<file path="config.mk">
export PLATFORM = sky130hd
export DESIGN_NAME = int8_vec_loader
export DESIGN_NICKNAME = d
export VERILOG_FILES = /design/src/rtl/int8_mlp_pkg.sv /design/src/rtl/int8_vec_bank.sv /design/src/rtl/int8_vec_loader.sv
export SDC_FILE = /design/constraint.sdc
export NUM_CORES = 1
export LEC_CHECK = 0
export CORE_MARGIN = 3
export CORE_UTILIZATION = 37
export CTS_BUF_LIST = sky130_fd_sc_hd__clkbuf_8
export DETAILED_ROUTE_END_ITERATION = 8
export GPL_ROUTABILITY_DRIVEN = 1
export SLEW_MARGIN = 10
export SYNTH_ARGS = -nofsm -noshare
export SYNTH_HDL_FRONTEND = slang
export SYNTH_HIERARCHICAL = 1
export SYNTH_SLANG_ARGS = --single-unit
export TNS_END_PERCENT = 30
</file>
<file path="constraint.sdc">
create_clock -name clk -period 4 [get_ports clk]
set_input_delay 1 -clock clk [delete_from_list [all_inputs] [get_ports clk]]
set_output_delay 1 -clock clk [all_outputs]
set_load 0.03 [all_outputs]
</file>
<file path="src/rtl/int8_mlp_pkg.sv">
// Shared types for the INT8 MLP datapath: activation type and loader bank states.
package int8_mlp_pkg;

  typedef logic signed [7:0] int8_t;

  typedef enum logic [1:0] {
    EMPTY  = 2'd0,
    FULL   = 2'd1,
    ACTIVE = 2'd2
  } bank_state_t;

endpackage

</file>
<file path="src/rtl/int8_vec_bank.sv">
// IN x int8 register file: one indexed write port, asynchronous clear, parallel read.
module int8_vec_bank
  import int8_mlp_pkg::*;
#(
  parameter int IN    = 8,
  parameter int IDX_W = $clog2(IN)
) (
  input  logic                    clk,
  input  logic                    rst_n,
  input  logic                    we,
  input  logic [IDX_W-1:0]        idx,
  input  logic signed [7:0]       din,
  output logic signed [7:0]       dout [IN]
);

  int8_t mem [IN];

  // Element storage; cleared to zero on reset so x reads 0 after reset.
  always_ff @(posedge clk or negedge rst_n) begin
    if (!rst_n) begin
      for (int unsigned i = 0; i < IN; i++) begin
        mem[i] <= '0;
      end
    end else if (we) begin
      mem[idx] <= din;
    end
  end

  assign dout = mem;

endmodule

</file>
<file path="src/rtl/int8_vec_loader.sv">
// Byte-serial INT8 activation loader with ping-pong banks feeding the FC stage.
module int8_vec_loader
  import int8_mlp_pkg::*;
#(
  parameter int IN = 8
) (
  input  logic              clk,
  input  logic              rst_n,
  input  logic              s_valid,
  output logic              s_ready,
  input  logic signed [7:0] s_data,
  input  logic              s_last,
  output logic              start,
  output logic signed [7:0] x [IN],
  input  logic              fc_done,
  output logic              busy,
  output logic              frame_err
);

  localparam int IDX_W = $clog2(IN);
  localparam logic [IDX_W-1:0] LAST_IDX = IDX_W'(IN - 1);

  bank_state_t       state_q [2];
  bank_state_t       state_d [2];
  logic              wr_bank_q, wr_bank_d;
  logic              rd_bank_q, rd_bank_d;
  logic [IDX_W-1:0]  wr_idx_q, wr_idx_d;
  logic              start_q, start_d;
  logic              busy_q, busy_d;
  logic              frame_err_q, frame_err_d;

  logic              hs;
  logic              at_last;
  logic              complete;
  logic              ferr;
  logic              any_active;
  logic              release_bank;

  int8_t             b0_data [IN];
  int8_t             b1_data [IN];

  assign s_ready      = (state_q[wr_bank_q] == EMPTY);
  assign hs           = s_valid && s_ready;
  assign at_last      = (wr_idx_q == LAST_IDX);
  assign complete     = hs && at_last && s_last;
  assign ferr         = hs && (s_last != at_last);
  assign any_active   = (state_q[0] == ACTIVE) || (state_q[1] == ACTIVE);
  // The ACTIVE bank is always rd_bank: rd_bank only moves when it becomes ACTIVE.
  assign release_bank = fc_done && (state_q[rd_bank_q] == ACTIVE);

  int8_vec_bank #(.IN(IN), .IDX_W(IDX_W)) u_bank0 (
    .clk   (clk),
    .rst_n (rst_n),
    .we    (hs && !wr_bank_q),
    .idx   (wr_idx_q),
    .din   (s_data),
    .dout  (b0_data)
  );

  int8_vec_bank #(.IN(IN), .IDX_W(IDX_W)) u_bank1 (
    .clk   (clk),
    .rst_n (rst_n),
    .we    (hs && wr_bank_q),
    .idx   (wr_idx_q),
    .din   (s_data),
    .dout  (b1_data)
  );

  // Fill, completion, framing, release and dispatch decisions for the next edge.
  always_comb begin
    logic disp_ok;
    logic disp_bank;
    state_d     = state_q;
    wr_bank_d   = wr_bank_q;
    rd_bank_d   = rd_bank_q;
    wr_idx_d    = wr_idx_q;
    start_d     = 1'b0;
    busy_d      = busy_q;
    frame_err_d = ferr;
    disp_ok     = 1'b0;
    disp_bank   = 1'b0;

    if (hs) begin
      wr_idx_d = (complete || ferr) ? '0 : wr_idx_q + 1'b1;
    end

    if (complete) begin
      state_d[wr_bank_q] = FULL;
      wr_bank_d          = ~wr_bank_q;
    end

    if (release_bank) begin
      state_d[rd_bank_q] = EMPTY;
      busy_d             = 1'b0;
    end

    // Dispatch looks at the pre-release state, so a release forces an idle cycle.
    // Between completions wr_bank is the older bank; during a completion it is the newer.
    if (!any_active) begin
      if (complete) begin
        disp_ok   = 1'b1;
        disp_bank = (state_q[~wr_bank_q] == FULL) ? ~wr_bank_q : wr_bank_q;
      end else if (state_q[wr_bank_q] == FULL) begin
        disp_ok   = 1'b1;
        disp_bank = wr_bank_q;
      end else if (state_q[~wr_bank_q] == FULL) begin
        disp_ok   = 1'b1;
        disp_bank = ~wr_bank_q;
      end
    end

    if (disp_ok) begin
      state_d[disp_bank] = ACTIVE;
      rd_bank_d          = disp_bank;
      start_d            = 1'b1;
      busy_d             = 1'b1;
    end
  end

  // Control state register.
  always_ff @(posedge clk or negedge rst_n) begin
    if (!rst_n) begin
      state_q[0]  <= EMPTY;
      state_q[1]  <= EMPTY;
      wr_bank_q   <= 1'b0;
      rd_bank_q   <= 1'b0;
      wr_idx_q    <= '0;
      start_q     <= 1'b0;
      busy_q      <= 1'b0;
      frame_err_q <= 1'b0;
    end else begin
      state_q     <= state_d;
      wr_bank_q   <= wr_bank_d;
      rd_bank_q   <= rd_bank_d;
      wr_idx_q    <= wr_idx_d;
      start_q     <= start_d;
      busy_q      <= busy_d;
      frame_err_q <= frame_err_d;
    end
  end

  // Vector output follows the bank selected at the last dispatch.
  always_comb begin
    for (int unsigned i = 0; i < IN; i++) begin
      x[i] = rd_bank_q ? b1_data[i] : b0_data[i];
    end
  end

  assign start     = start_q;
  assign busy      = busy_q;
  assign frame_err = frame_err_q;

endmodule

</file>
Yosys cells after proc, flatten, opt, wreduce, memory -nomap -nowiden. Cells that the tools add are included.

Bits in registers: 140. Input bits: 13. Output and inout port bits: 68. Logic and storage cells: 114.

Add/subtract/negate cells: 1. Order comparisons: 9. Equal/unequal tests: 7. Mux-type cells: 43. Bitwise gates (word level): 14. Reduce and logical (&&, ||, !) cells: 16.

Operators by type and width (number): $bwmux W64 (2); $mux W8 (9); $demux W8 S3 (1); $mux W2 (12); $mux W1 (12); $mux W4 (3); $logic_and A1 B1 Y1 (11); $ge A2 B2 Y1 const B (4); $not A1 Y2 (4); $demux W2 S1 (3); $eq A2 B2 Y1 const B (3); $lt A2 B1 Y1 const B (3); $and A2 B2 Y2 (2); $and A4 B4 Y4 (1); $eq A2 B1 Y1 const B (2); $ge A4 B4 Y1 const B (1); $lt A4 B1 Y1 const B (1); $not A2 Y2 (2); $not A3 Y4 (1); $not A4 Y4 (1); $or A2 B2 Y2 (2); $add A3 B1 Y3 const B (1); $eq A3 B3 Y1 const B (1); $mux W3 (1); other kinds (6) (7).

Logic depth before layout (Yosys ltp). Gate-level depths: netlist of run 1.

Depth in word-level cells: 18. Gate-level depth with buffers: 7. Mapped depth without buffers: 7.

Cells and area by module. The synthesis of run 1 kept the hierarchy.

By module, submodules not included: int8_vec_bank (times used 2, cells an instance 143, area each 2452.4 um^2, seq. area each 1601.5 um^2); int8_vec_loader (times used 1, cells an instance 146, area each 1458.9 um^2, seq. area each 300.3 um^2).

Worst setup path before layout of run 1. OpenSTA, ideal clock, no wires.

Kind: input to register. From: input s_valid. To: register u_bank0.mem (netlist bit u_bank0/dout[56]). Setup time: 125 ps. Data arrival time: 2463 ps. Data required time: 3875 ps. Slack: 1412 ps. Stages on the path: 5. Path buffers: 1. Cells stage by stage: or4b_4 > inv_1 > buf_2 > nor4b_4 > mux2_2.

Word-level cells in the longest chain between the ends: 2.

RTL lines: from (decl) (line int8_vec_loader.sv:9) `input logic s_valid,`; $logic_and A1 B1 Y1 (line int8_vec_loader.sv:43) `assign hs = s_valid && s_ready;`; $logic_and A1 B1 Y1 (line int8_vec_loader.sv:54) `.we (hs && !wr_bank_q),`; to (signal, indexed assignment) (line int8_vec_bank.sv:25) `mem[idx] <= din;`; to (decl) (line int8_vec_bank.sv:16) `int8_t mem [IN];`.

No other way between the ends. A chain may end at the register's enable or synchronous reset.

==> results.txt, run 1 <==
----------------------------------------------------
[Layout]
  Layout overhead on the synthesized area ... 21.69%
  Share of post-route cells with drive strength above 1 ... 0.4468
  Post-route design area ... between 7000 and 8000 µm²
  Leading cell type in the layout, fill and taps excluded ... mux2_2
  Number of fill cells ... about 1500
  Number of diodes added for antenna fixing ... 0
  Most frequent cells in the layout ... 193 x mux2_2, 139 x dfrtp_1, 79 x clkdlybuf4s50_1
  Net count of the finished layout ... between 500 and 600

[Logic synthesis]
  Leading area contributor after synthesis ... dfrtp_1
  Cell area after synthesis ... around 6400 µm²
  Register area share after synthesis ... 0.5505
  Yosys warnings ... 6
  Synthesized area per cell ... about 15 µm²
  Post-Syn Nets ... approximately 450
  Post-synthesis cell count ... about 430
  Fraction of post-synthesis cell area in the top cell type by area ... 0.5505
  Number of unique standard cell types used by synthesis ... 37
  Number of synthesized register bits ... 140
  Ranking of synthesized cells by area ... dfrtp_1 55%, mux2_2 34%, nor4bb_1 0.94%

[Clocking]
  Number of clock sinks ... 140
  Total of hold buffers inserted after clock tree synthesis ... 0
  Setup fix buffers added after clock tree synthesis ... 0
  Number of gates resized after cts ... 0
  Root Buffer Master ... clkbuf_8
  Register clock-pin slew on the reported worst setup and hold paths ... 70 ps
  Deepest level of the CTS H-tree ... 4
  Clock tree from TritonCTS ... done
  Clock Latency Late Sink ... roughly 440 ps
  Total CTS buffers ... 17
  Deepest clock path buffer count ... 2

[Place]
  Standard cell area after detailed placement ... ~7400 µm²
  Detailed placer's ending HPWL ... roughly 9000 µm
  GP Congestion ... between 0.7 and 0.8
  I/O Buffers ... 80
  DP Worst Slack ... 658.0 ps

[GRT]
  Wire length of the first global-routing pass ... 22400 µm
  Met3 track demand over resource in global routing ... 0.03529
  Vias in the first global route ... roughly 4000
  Grt met2 use ... 0.2569
  Initial antenna violation count ... 0
  GRT met1 Usage ... 0.2102
  Total grt overflow ... 0
  All-layer global routing usage ... 0.1576
  Routing layer with the top usage in global route ... met2
  Pin count of the biggest net entering global routing ... 85

[Detailed routing]
  Drt drc ... 0
  Number of vias after detailed routing ... between 3000 and 4000
  First-pass detailed-route iteration total ... 4
  Number of vias per cell after detailed routing ... 5.067
  Post-DR wirelength/cell ... roughly 19 µm
  Starting DRT DRC Count ... 210
  Post-route antenna net violation count ... 0
  Final wirelength ... 13930 µm

[Power and ir drop]
  Leakage dissipation ... 0.003593 µW
  Cell area power density ... roughly 740 nW/µm²
  Peak VDD IR ... about 0.00038 V

[Timing]
  Crit path time final ... 3308 ps
  Measured slew at the worst slew-check pin ... just over 800 ps
  Maximum clock skew at final layout ... between 9 and 10 ps
  Slew Limit Headroom ... 0.4583
  Share of the cycle needed by the critical path after routing ... 0.8270
  Highest clock rate ... 302.3 MHz
  Sum of negative setup slack ... 0 ps
  Slack of the critical path ... slightly below 700 ps
  Fin. max-slew vios ... 0
  Total of endpoints with negative setup slack in the final report ... 0
  Total count of hold-check failures in the final report ... 0
  Setup repair after global routing missed its margin ... false

[Floorplanning]
  Core Rows ... 47
  Width of the die ... 137.1 µm
  Core footprint ... 16700 µm²
  Die outline area ... ~19000 µm²
  Die extent in y ... ~140 µm
  Total I/O pin count ... 81
  Starting density of the core ... 0.3810

[Setup path]
  Crit path required time ... 3000 ps
  Class of the most critical setup path ... reg -> out
  Peak fanout along the critical path ... 38
  Kind of start point of the critical path ... flip-flop
  Category of the worst setup path capture point ... output pin
  CP arrival ... around 2300 ps

[Run status]
  Run status ... completed

[Hold path]
  Tightest Hold Check Type ... reg -> reg

[Job]
  Max-cap viol count ... 0

----------------------------------------------------
[state kept, by name, indices dropped and copies added, names as in the netlist]
name	count
start	1
busy	1
rd_bank_q	1
wr_bank_q	1
u_bank0/dout	64
state_q	4
frame_err	1
u_bank1/dout	64
wr_idx_q	3
[per-layer routing]
layer / vias up / part of all wire / wire length, µm
met5: - / 0 / 0
li1: 1736 / - / -
met3: 15 / 0.035 / 482
met2: 67 / 0.48 / 6745
met4: 0 / 0.013 / 181
met1: 1962 / 0.47 / 6520
[final timing paths]
kind	startpoint	to	slack (ps)	depth (start not counted)
worst max-delay path	rd_bank_q	x[56]	690	3
worst min-delay path	busy	busy	490	1
worst max register to register	wr_bank_q	u_bank0/dout[55]	1570	5
worst min register to register	busy	busy	490	1
max in group asynchronous	rst_n	rd_bank_q	2440	2
min in group asynchronous	rst_n	u_bank1/dout[41]	600	1
[cell families after synthesis]
kind of cell             after synthesis  share of synthesized area
multiplexers                         193                     0.3415
flip-flops                           140                     0.5505
AND/OR/NAND/NOR                       45                    0.05171
buffers and inverters                 28                    0.02222
AO/OA/AOI/OAI                         21                    0.02536
adder cells (fa/ha/maj)                3                   0.005899
XOR/XNOR                               2                   0.002753
[Yosys cell counts]
cell,count
nor4bb_1,6
nand4bb_1,1
nand2_1,8
nor2_1,6
nor3b_1,1
nor3_1,3
xnor2_1,2
and2b_1,1
nand4b_1,6
nand3_1,3
o31ai_1,1
nand2b_1,2
buf_1,2
or2b_1,1
o21ai_0,6
a211oi_2,1
inv_1,5
buf_4,2
a21o_1,4
mux2_2,193
a21oi_4,1
o32a_1,1
a21oi_1,2
ha_1,3
dfrtp_1,140
nor4b_4,2
o22ai_1,2
nor2b_1,1
buf_2,11
o211a_1,1
buf_6,2
nand3b_1,1
nand4_1,2
or4b_4,1
a31oi_2,1
o21ba_1,1
clkbuf_1,6
[critical path: stages (launching register included)]
cell and delay (ps):
dfrtp_2 360, buf_4 460, mux2_2 430, clkdlybuf4s50_1 610
[where the power goes]
part           leakage [µW]  internal, µW  switching (µW)
Combinational       0.00155          1270            1310
Clock              0.000192           549             482
Sequential          0.00185          1820             263
Total               0.00359          3640            2060
[final cells by class]
class	count	area, µm²	area share
multi-input cells	264	2719	0.3511
inverters	5	18.77	0.002424
clock buffers	22	302.8	0.03910
repair buffers	90	877.1	0.1133
clock inverters	5	46.29	0.005978
flip-flops and latches	140	3505	0.4526
well taps	220	275.3	0.03555
[metrics by stage]
stage,utilization,total power (µW),instances,hold WS [ps]
final,0.4637,5696,746,494.7
after global routing,0.4637,6016,746,510.0
after CTS,0.4637,5767,746,493.7
after detailed placement,0.4428,4715,719,466.3
after global placement,0.4428,4666,719,469.2
after floorplan,-,3806,432,473.7
Note: power is estimated with default switching activity, not from simulation.
==> run 2: changes to the inputs <==
clock period = 3.46 ns   (was 4 ns; I/O delays follow)
==> results.txt, run 2 (same netlist as run 1, synthesis figures left out) <==
----------------------------------------------------
[Run status]
  Run status ... completed

[Layout]
  Number of fill cells ... 1480 (-1.5%)
  Leading cell type in the layout, fill and taps excluded ... mux2_2
  Most frequent cells in the layout ... 193 x mux2_2, 139 x dfrtp_1, 79 x clkdlybuf4s50_1
  Number of diodes added for antenna fixing ... 0 (unchanged)
  Share of post-route cells with drive strength above 1 ... 0.4600 (+0.01319)
  Net count of the finished layout ... 541 (+1.3%)
  Layout overhead on the synthesized area ... 23.63%

[Detailed routing]
  Number of vias per cell after detailed routing ... 5.102 (+0.68%)
  Final wirelength ... 14230 µm (+2.1%)
  Starting DRT DRC Count ... 159 (-24%)
  Number of vias after detailed routing ... 3862 (+2.2%)
  Post-DR wirelength/cell ... 18.79 µm (+0.64%)
  Drt drc ... 0 (unchanged)
  Post-route antenna net violation count ... 0 (unchanged)
  First-pass detailed-route iteration total ... 6 (+2)

[Job]
  Max-cap viol count ... 0 (unchanged)

[Clocking]
  Number of clock sinks ... 140 (unchanged)
  Clock Latency Late Sink ... 450 ps (about the same)
  Deepest level of the CTS H-tree ... 4 (unchanged)
  Clock tree from TritonCTS ... done
  Total of hold buffers inserted after clock tree synthesis ... 0 (unchanged)
  Total CTS buffers ... 17 (unchanged)
  Deepest clock path buffer count ... 2 (unchanged)
  Number of gates resized after cts ... 0 (unchanged)
  Root Buffer Master ... clkbuf_8
  Setup fix buffers added after clock tree synthesis ... 0 (unchanged)
  Register clock-pin slew on the reported worst setup and hold paths ... 70 ps (about the same)

[Hold path]
  Tightest Hold Check Type ... in -> async

[Setup path]
  Worst r2r src ... wr_bank_q
  Crit path required time ... 2590 ps (-410 ps)
  Peak fanout along the critical path ... 35 (-7.9%)
  Reg2reg path depth ... 4 (-1)
  FF-to-FF End ... u_bank0/dout[63]
  Class of the most critical setup path ... reg -> out
  Setup slack of the worst register-to-register path ... 1060 ps (-510 ps)
  CP arrival ... 2290 ps (-20 ps)
  Category of the worst setup path capture point ... output pin
  Kind of start point of the critical path ... flip-flop

[Timing]
  Fin. max-slew vios ... 0 (unchanged)
  Total count of hold-check failures in the final report ... 0 (unchanged)
  Worst hold slack ... 459.0 ps (-35.71 ps)
  Share of the cycle needed by the critical path after routing ... 0.9105
  Slew Limit Headroom ... 0.4382 (-0.02011)
  Slack of the critical path ... 309.6 ps (-382.2 ps)
  Crit path time final ... ~3200 ps
  Maximum clock skew at final layout ... 11.62 ps (+2.196 ps)
  Setup repair after global routing missed its margin ... false
  Sum of negative setup slack ... 0 ps (unchanged)
  Highest clock rate ... approximately 320 MHz
  Total of endpoints with negative setup slack in the final report ... 0 (unchanged)
  Measured slew at the worst slew-check pin ... 840.1 ps (+30.08 ps)

[Floorplanning]
  Width of the die ... 137.1 µm (unchanged)
  Core Rows ... 47 (unchanged)
  Core footprint ... 16700 µm² (unchanged)
  Die extent in y ... 137.1 µm (unchanged)
  Total I/O pin count ... 81 (unchanged)
  Die outline area ... 18810 µm² (unchanged)
  Starting density of the core ... 0.3810 (unchanged)

[GRT]
  Pin count of the biggest net entering global routing ... 84 (-1.2%)
  Initial antenna violation count ... 0 (unchanged)
  Wire length of the first global-routing pass ... 22370 µm (-0.16%)
  Vias in the first global route ... 4145 (+0.93%)
  All-layer global routing usage ... 0.1594 (+0.001783)
  Total grt overflow ... 0 (unchanged)

[Place]
  DP Worst Slack ... 285.0 ps (-373.1 ps)
  Detailed placer's ending HPWL ... 9081 µm (+1.7%)
  GP Congestion ... 0.8066 (+8.9%)
  I/O Buffers ... 80 (unchanged)

[Power and ir drop]
  Peak VDD IR ... 0.0004350 V (+15%)
  Cell area power density ... 864.4 nW/µm² (+18%)
  Leakage dissipation ... 0.003658 µW (+1.8%)
  Tot Pwr ... 6801 µW (+19%)

----------------------------------------------------
==> run 2: changes by cell type in the layout (fill, tap and decap cells not counted) <==
| cell | change |
|---|---|
| clkinv_2 | +3 |
| bufinv_16 | +2 |
| buf_4 | +7 |
| inv_1 | -1 |
==> run 2: per-layer routing <==
layer / part of all wire / wire length (µm) / vias up / GRT usage
li1: - / - / 1762 / -
met1: 0.46 / 6508 / 2007 / 0.2105
met2: 0.49 / 7018 / 74 / 0.2553
met3: 0.035 / 493 / 19 / 0.04265
met4: 0.014 / 205 / 0 / 0.05266
met5: 0 / 0 / - / 0
==> run 2: how the worst max path moves through the flow <==
stage	endpoint	cells past startpoint	slack [ps]	from
2_1_floorplan	u_bank0/dout[56]	5	1010	s_valid
4_1_cts	x[57]	3	260	rd_bank_q
5_1_grt	x[56]	3	200	rd_bank_q
3_3_place_gp	u_bank0/dout[59]	5	320	s_valid
3_5_place_dp	u_bank0/dout[63]	5	280	s_valid
6_report	x[57]	3	310	rd_bank_q
==> run 2: power by group <==
part           switching (µW)  internal [µW]  total (µW)
Clock                     591            795        1390
Sequential                320           2100        2420
Combinational            1510           1480        2990
==> run 2: final cells by class <==
class                   count  area [µm²]  share of cell area
flip-flops and latches    140        3505              0.4455
multi-input cells         264        2719              0.3456
repair buffers             97       929.6              0.1182
clock buffers              22       302.8             0.03849
well taps                 220       275.3             0.03499
clock inverters             9       117.6             0.01495
inverters                   5       18.77            0.002385
==> run 2: critical path: stages (launching register included) <==
cell and delay [ps]:
dfrtp_2 360, buf_4 430, mux2_2 420, clkdlybuf4s50_1 610
==> run 2: stage by stage <==
step,utilization,instance area [µm²],cells
after floorplan,-,6364,432
after detailed placement,0.4459,7447,726
final,0.4711,7868,757
after global routing,0.4711,7868,757
after global placement,0.4459,7447,726
after CTS,0.4711,7868,757
==> run 3: changes to the inputs <==
--- a/config.mk
+++ b/config.mk
@@ -10,4 +10,5 @@
 export CTS_BUF_LIST = sky130_fd_sc_hd__clkbuf_8
 export DETAILED_ROUTE_END_ITERATION = 8
+export DONT_BUFFER_PORTS = 1
 export GPL_ROUTABILITY_DRIVEN = 1
 export SLEW_MARGIN = 10
==> constraint.sdc (replaced) <==
create_clock -name clk -period 3.46 [get_ports clk]
set_input_delay 0.865 -clock clk [delete_from_list [all_inputs] [get_ports clk]]
set_output_delay 0.865 -clock clk [all_outputs]
set_load 0.02 [all_outputs]
==> results.txt, run 3 (same netlist as run 1, synthesis figures left out) <==
----------------------------------------------------
[Setup path]
  Category of the worst setup path capture point ... output pin
  Class of the most critical setup path ... reg -> out
  CP arrival ... 1940 ps (-350 ps)
  Crit path required time ... 2590 ps (about the same)
  Peak fanout along the critical path ... 19 (-46%)
  Kind of start point of the critical path ... flip-flop

[Timing]
  Fin. max-slew vios ... 0 (unchanged)
  Share of the cycle needed by the critical path after routing ... 0.8109 (-0.09965)
  Measured slew at the worst slew-check pin ... 715.9 ps (-124.2 ps)
  Slack of the critical path ... 654.4 ps (+344.8 ps)
  Highest clock rate ... 356.4 MHz (+12%)
  Worst hold slack ... 114.0 ps (-345.0 ps)
  Total of endpoints with negative setup slack in the final report ... 0 (unchanged)
  Setup repair after global routing missed its margin ... false
  Maximum clock skew at final layout ... 14.99 ps (+3.371 ps)
  Crit path time final ... 2806 ps (-344.8 ps)
  Slew Limit Headroom ... 0.5227 (+0.08455)
  Total count of hold-check failures in the final report ... 0 (unchanged)
  Sum of negative setup slack ... 0 ps (unchanged)

[Clocking]
  Deepest clock path buffer count ... 2 (unchanged)
  Clock tree from TritonCTS ... done
  Deepest level of the CTS H-tree ... 4 (unchanged)
  Register clock-pin slew on the reported worst setup and hold paths ... 80 ps (about the same)
  Total CTS buffers ... 17 (unchanged)
  Root Buffer Master ... clkbuf_8
  Clock Latency Late Sink ... 440 ps (about the same)
  Number of gates resized after cts ... 0 (unchanged)
  Number of clock sinks ... 140 (unchanged)
  Setup fix buffers added after clock tree synthesis ... 0 (unchanged)
  Total of hold buffers inserted after clock tree synthesis ... 0 (unchanged)

[Floorplanning]
  Starting density of the core ... 0.3810 (unchanged)
  Die outline area ... 18810 µm² (unchanged)
  Core Rows ... 47 (unchanged)
  Die extent in y ... 137.1 µm (unchanged)
  Total I/O pin count ... 81 (unchanged)
  Width of the die ... 137.1 µm (unchanged)
  Core footprint ... 16700 µm² (unchanged)

[Place]
  DP Worst Slack ... 688.9 ps (+404.0 ps)
  GP Congestion ... 0.7703 (-4.5%)
  I/O Buffers ... 0 (-100%)
  Detailed placer's ending HPWL ... 8943 µm (-1.5%)

[Power and ir drop]
  Switching power ... 2007 µW (-17%)
  Seq pwr share ... 0.431 (+0.075)
  Peak VDD IR ... 0.0003471 V (-20%)
  Logic pwr share ... 0.339 (-0.101)
  Clock network power share ... 0.230 (+0.026)
  Cell area power density ... 819.8 nW/µm² (-5.2%)
  Switching power as a share of total power ... 0.3499 (-0.006903)
  Leakage dissipation ... 0.003326 µW (-9.1%)
  Internal power contribution ... 3730 µW (-15%)

[GRT]
  Total grt overflow ... 0 (unchanged)
  Initial antenna violation count ... 0 (unchanged)
  Vias in the first global route ... 3790 (-8.6%)
  Pin count of the biggest net entering global routing ... 141 (+68%)
  Wire length of the first global-routing pass ... 22150 µm (-0.98%)
  All-layer global routing usage ... 0.1580 (-0.001425)

[Detailed routing]
  Post-route antenna net violation count ... 0 (unchanged)
  Met2 WL ... 6958 µm (-0.85%)
  Drt drc ... 0 (unchanged)
  Number of vias per cell after detailed routing ... 5.303 (+3.9%)
  Number of vias after detailed routing ... 3553 (-8.0%)
  Routed length on met1 ... 6208 µm (-4.6%)
  First-pass detailed-route iteration total ... 4 (-2)
  Post-DR wirelength/cell ... 21.06 µm (+12%)
  Final wirelength ... 14110 µm (-0.81%)
  Max Used Layer ... met4
  Starting DRT DRC Count ... 165 (+3.8%)
  Met3 wirelength from detailed routing ... 769 µm (+56%)

[Job]
  Max-cap viol count ... 0 (unchanged)

[Layout]
  Number of diodes added for antenna fixing ... 0 (unchanged)
  Net count of the finished layout ... 453 (-16%)
  Layout overhead on the synthesized area ... 9.969%
  Most frequent cells in the layout ... 193 x mux2_2, 139 x dfrtp_1, 22 x clkbuf_8
  Area used by multi-input combinational logic ... 2719 µm² (unchanged)
  Share of post-route cells with drive strength above 1 ... 0.5267 (+0.06670)
  Number of fill cells ... 1558 (+5.3%)
  End-of-flow core utilization ... 0.4190 (-0.05207)
  Flip-flop and latch area ... 3505 µm² (unchanged)
  Leading cell type in the layout, fill and taps excluded ... mux2_2

[Run status]
  Run status ... completed

[Hold path]
  Tightest Hold Check Type ... in -> async

----------------------------------------------------
[run 3: cell types whose count changed in the layout (fill, tap and decap cells not counted), sizes merged]
cell           change
clkinv             -1
buf                -9
clkinvlp           +1
inv                +2
bufinv             -1
clkdlybuf4s50     -79
[run 3: critical path, cell delays in order, from the launching register on]
cell	delay (ps)
dfrtp_2	700
buf_4	340
mux2_2	440
[run 3: per-layer routing]
metal  global-route usage  vias up
met4              0.04989        0
met2               0.2567       70
met5                    0        -
met3              0.05184       13
li1                     -     1580
met1               0.2001     1890
[run 3: worst paths after layout]
| kind | from | cells after the start | slack, ps | to |
|---|---|---|---|---|
| min | rst_n | 0 | 110 | u_bank0/dout[46] |
| min in group clk | u_bank1/dout[15] | 1 | 500 | u_bank1/dout[15] |
| max | rd_bank_q | 2 | 650 | x[55] |
| min reg2reg | u_bank1/dout[15] | 1 | 500 | u_bank1/dout[15] |
| max reg2reg | wr_bank_q | 4 | 940 | u_bank0/dout[58] |
| max in group asynchronous | rst_n | 0 | 3200 | rd_bank_q |
[run 3: cell type report]
type / instances / area share
Clock buffer: 22 / 0.04327
Clock inverter: 10 / 0.01395
Inverter: 5 / 0.002682
Multi-Input combinational cell: 264 / 0.3885
Sequential cell: 140 / 0.5008
Tap cell: 220 / 0.03933
Timing Repair Buffer: 9 / 0.01144
[run 3: power groups by stage]
stage	clock [µW]	combinational, µW	sequential [µW]
after floorplan	0	1810	2300
after global placement	0	1930	2470
after detailed placement	0	1980	2510
after CTS	1360	1990	2480
after global routing	1430	2080	2550
final	1320	1940	2470
[run 3: metrics by stage]
step / total power (µW) / instances / instance area (µm²)
2_1_floorplan: 4112 / 432 / 6364
3_5_place_dp: 4486 / 638 / 6598
6_report: 5737 / 670 / 6998
5_1_grt: 6065 / 670 / 6998
4_1_cts: 5822 / 670 / 6998
3_3_place_gp: 4401 / 638 / 6598
